## src/rtl/reg_wr_decoder.sv

```systemverilog
// Register write-port decoder with a pending-write scoreboard.
// Turns an (addr, en) write request into a registered one-hot select
// behind a valid/ready handshake. Each busy bit marks a write that is
// in flight; it is set when the write is accepted and cleared on retire.
// When ZR_MASK is set, the top index acts as a zero register: it is
// never decoded and never tracked.
module reg_wr_decoder #(
  parameter int unsigned ADDR_W  = 5,
  parameter bit          ZR_MASK = 1'b1
) (
  input  logic                     clk,
  input  logic                     reset,
  input  logic                     in_valid,
  output logic                     in_ready,
  input  logic [ADDR_W-1:0]        in_addr,
  input  logic                     in_en,
  output logic                     out_valid,
  input  logic                     out_ready,
  output logic [(1<<ADDR_W)-1:0]   out_onehot,
  input  logic                     clr_valid,
  input  logic [ADDR_W-1:0]        clr_addr,
  output logic [(1<<ADDR_W)-1:0]   busy
);

  localparam int unsigned N = 1 << ADDR_W;

  logic [ADDR_W-1:0] zr_idx;
  logic [N-1:0]      dec;
  logic [N-1:0]      clr_mask;
  logic              hazard;
  logic              accept;

  assign zr_idx = '1;

  // Decode the request address, suppressing the masked zero register
  always_comb begin
    dec = '0;
    if (in_en && !(ZR_MASK && (in_addr == zr_idx))) begin
      dec[in_addr] = 1'b1;
    end
  end

  // Retire mask; the masked index is never tracked, so it is never cleared
  always_comb begin
    clr_mask = '0;
    if (clr_valid && !(ZR_MASK && (clr_addr == zr_idx))) begin
      clr_mask[clr_addr] = 1'b1;
    end
  end

  // Hazard looks at registered busy only: a same-cycle retire does not bypass
  always_comb begin
    hazard   = in_en && busy[in_addr];
    in_ready = !reset && (!out_valid || out_ready) && !hazard;
    accept   = in_valid && in_ready;
  end

  // Output register: load on accept, drain to zero on consume, hold on stall
  always_ff @(posedge clk) begin
    if (reset) begin
      out_valid  <= 1'b0;
      out_onehot <= '0;
    end else if (accept) begin
      out_valid  <= 1'b1;
      out_onehot <= dec;
    end else if (out_valid && out_ready) begin
      out_valid  <= 1'b0;
      out_onehot <= '0;
    end
  end

  // Scoreboard update; set is applied after clear so set wins on a collision
  always_ff @(posedge clk) begin
    if (reset) begin
      busy <= '0;
    end else begin
      busy <= (busy & ~clr_mask) | (accept ? dec : '0);
    end
  end

endmodule

```

## config.mk

```make
export PLATFORM = sky130hd
export DESIGN_NAME = reg_wr_decoder
export DESIGN_NICKNAME = d
export VERILOG_FILES = /design/src/rtl/reg_wr_decoder.sv
export SDC_FILE = /design/constraint.sdc
export NUM_CORES = 1
export LEC_CHECK = 0
export CELL_PAD_IN_SITES_DETAIL_PLACEMENT = 1
export CELL_PAD_IN_SITES_GLOBAL_PLACEMENT = 2
export CORE_MARGIN = 5
export CORE_UTILIZATION = 27
export DETAILED_ROUTE_END_ITERATION = 7
export GPL_TIMING_DRIVEN = 0
export HOLD_SLACK_MARGIN = 0.02
export PLACE_DENSITY_LB_ADDON = 0.1
export SYNTH_ARGS = -nofsm -noshare
export SYNTH_HDL_FRONTEND = slang
export SYNTH_SLANG_ARGS = --single-unit
```

## constraint.sdc

```tcl
create_clock -name clk -period 3.4 [get_ports clk]
set_input_delay 0.51 -clock clk [delete_from_list [all_inputs] [get_ports clk]]
set_output_delay 0.51 -clock clk [all_outputs]
set_load 0.01 [all_outputs]
```

==> metrics, run 1 <==
total congestion overflow 0; Tot GR Track Use 16.8%; area of the core 10200 µm²; hold endpoint out_onehot[31]; Hold Buf Count CTS 0; CTS tree done; Reg2Reg Capture Point out_onehot[14]; violation count after the first detailed-route iteration 122; CTS H-tree lvls 3; commonest non-fill, non-tap cells in the layout 74 x clkdlybuf4s50_1, 65 x dfxtp_1, 34 x inv_1, 32 x o22ai_1, 31 x o21ai_0; Die Wd 112 µm; via/cell ratio 5.04; Seq/Total Area, Yosys 46.5%; Port Buffers 75; Arr. time, crit path 2.40 ns; most common cell after layout, fill and taps aside clkdlybuf4s50_1; latest clock arrival within the worst-skew pair 0.36 ns; Synth area leaders dfxtp_1 46%, mux4_1 7.5%, o22ai_1 7.1%; worst r2r src busy[14]; peak supply drop 0.000167 V; global-route wire length before repair 16.1 mm; Synthesis Warnings 0; Required @ worst endpoint 2.89 ns; Syn Area/Cell 9.09 µm²; Slew @ Worst Pin 0.892 ns; relative slew slack 40.5%; Ant. Diodes 0; first drt pass iteration count 4; Critical Path Sink Type output pin; Rows 37; Mapped Cells 308; synthesized area 2800 µm²; Worst Hold Depth 2; WL final 10.4 mm; Reg area 1300 µm²; Tcrit/Tclk final 85.7%; Mapped Nets 324; DP HPWL 7.42 mm; register-to-register setup slack 0.64 ns; status complete, no violations; CTS Sinks 65; initial core utilization 27.4%; critical path class input pin to output pin; initial antenna violation count 0; Worst Skew 0.0101 ns; Tmin final 2.91 ns; Area growth syn-to-layout 39.6%; Nets 410; multi-input logic area 1250 µm²; largest net degree at the start of global routing 12; Synth top area share 46.5%; Root Driver clkbuf_8; ANT nets after route 0; Die Y 112 µm; Design Power 0.00156 W; min-delay worst type flip-flop to flip-flop; RePlAce Congestion 0.773; Seq cells post-synth 65; largest area contributor in the netlist dfxtp_1; crit-path max FO 10; hold path start out_onehot[31]; number of global-route vias before repair 2857; share of layout cells above drive strength 1 7.54%; DRC Markers 0; DR vias 2692; FMAX 0.343 GHz; CTS max path bufs 2; Setup Viol. Count Final 0; Distinct cells, synth 32; wire per inst 19.4 µm; Layout fillers 1228; Hold Vio Cnt, Final 0; # IOs 82; Reg clk slew, reported paths 0.07 ns; Worst R2R Path Depth 7; final slew viol count 0; total of max-cap violations 0; Lkg Pwr 1.29 nW; RSZ-0062 raised after global routing no; Die ar. 12500 µm²; Core Util, Final 38.2%; Num CTS Buffers 9; Critical Path Source Type input pin; Pwr per Cell Area 399 nW/µm²
[repair_timing]
item	in CTS	in global routing
setup endpoints to repair	1	1
setup buffers	0	0
hold endpoints to repair	0	0
gates cloned	0	0
gates resized for setup	1	1
[critical path, cell delays in order]
cell	delay [ns]
buf_6	0.11
buf_8	0.15
mux4_1	0.59
nand3b_1	0.12
nand2_1	0.07
or3_4	0.38
o21a_1	0.19
nor2_1	0.10
dlymetal6s2s_1	0.17
[worst max path at each step]
stage | startpoint | depth (start not counted) | slack, ns | end
finish | in_addr[0] | 9 | 0.49 | in_ready
global route | in_addr[0] | 9 | 0.34 | in_ready
CTS | in_addr[0] | 9 | 0.07 | in_ready
detailed placement | in_addr[1] | 8 | -0.03 | in_ready
global placement | in_addr[1] | 8 | -0.05 | in_ready
floorplan | in_addr[0] | 8 | 0.74 | in_ready
[registers in the layout, indices dropped and copies added, names as in the netlist]
signal	cells
out_onehot	32
out_valid	1
busy	32
[per-layer routing]
layer	part of all wire, %	wire length [µm]	global-route usage, %
met5	0	0	0
met4	1.3	134	5.11
met3	5.1	525	5.22
met2	48	5020	28.5
met1	45	4670	20.4
[Yosys cell counts]
master	number
a21oi_1	4
a22oi_1	1
and2_1	1
and3_1	2
buf_2	6
buf_6	4
buf_8	1
clkbuf_1	7
clkinv_1	1
dfxtp_1	65
inv_1	34
mux2i_1	2
mux4_1	8
nand2_1	27
nand2b_1	2
nand3_1	25
nand3b_1	5
nand4_1	3
nand4b_1	1
nor2_1	11
nor2b_1	2
nor3_1	5
nor3b_1	5
nor3b_2	1
nor4_1	4
o211ai_1	12
o21a_1	1
o21ai_0	31
o22ai_1	32
o311ai_0	3
o311ai_4	1
or3_4	1
[power by group]
part,switching [W],internal (W)
registers,0.00000335,0.000765
logic,0.0000887,0.0000504
clock network,0.000320,0.000330
[area by class of cell]
class                   instances  share of cell area [%]
multi-input cells             190                    32.0
inverters                      35                    3.36
flip-flops and latches         65                    33.3
clock buffers                   9                    3.17
clock inverters                 6                    1.54
well taps                     136                    4.35
plain buffers                  18                    3.01
repair buffers                 75                    19.3
[logic make-up after synthesis]
| group | count (synthesis) | synth area share [%] |
|---|---|---|
| simple gates | 95 | 17.4 |
| flops | 65 | 46.5 |
| compound gates | 85 | 19.0 |
| buf+inv | 53 | 8.85 |
| mux | 10 | 8.22 |
[stage by stage]
| stage | instances | cell area (µm²) | TNS [ns] | hold WS, ns | setup slack, ns |
|---|---|---|---|---|---|
| 2_1_floorplan | 308 | 2800 | 0 | 0.453 | 0.736 |
| 4_1_cts | 534 | 3910 | 0 | 0.435 | 0.0724 |
| 3_3_place_gp | 519 | 3720 | -0.0476 | 0.417 | -0.0476 |
| 3_5_place_dp | 519 | 3720 | -0.133 | 0.424 | -0.0288 |
| 5_1_grt | 534 | 3910 | 0 | 0.442 | 0.339 |
| 6_report | 534 | 3910 | 0 | 0.430 | 0.487 |
Power figures use the tool's default switching activity.
==> inputs of run 2 (changes only) <==
Settings changed: CAP_MARGIN set to 5.
==> results of run 2 <==
No change in the layout: final DEF, timing and power equal those of run 1.
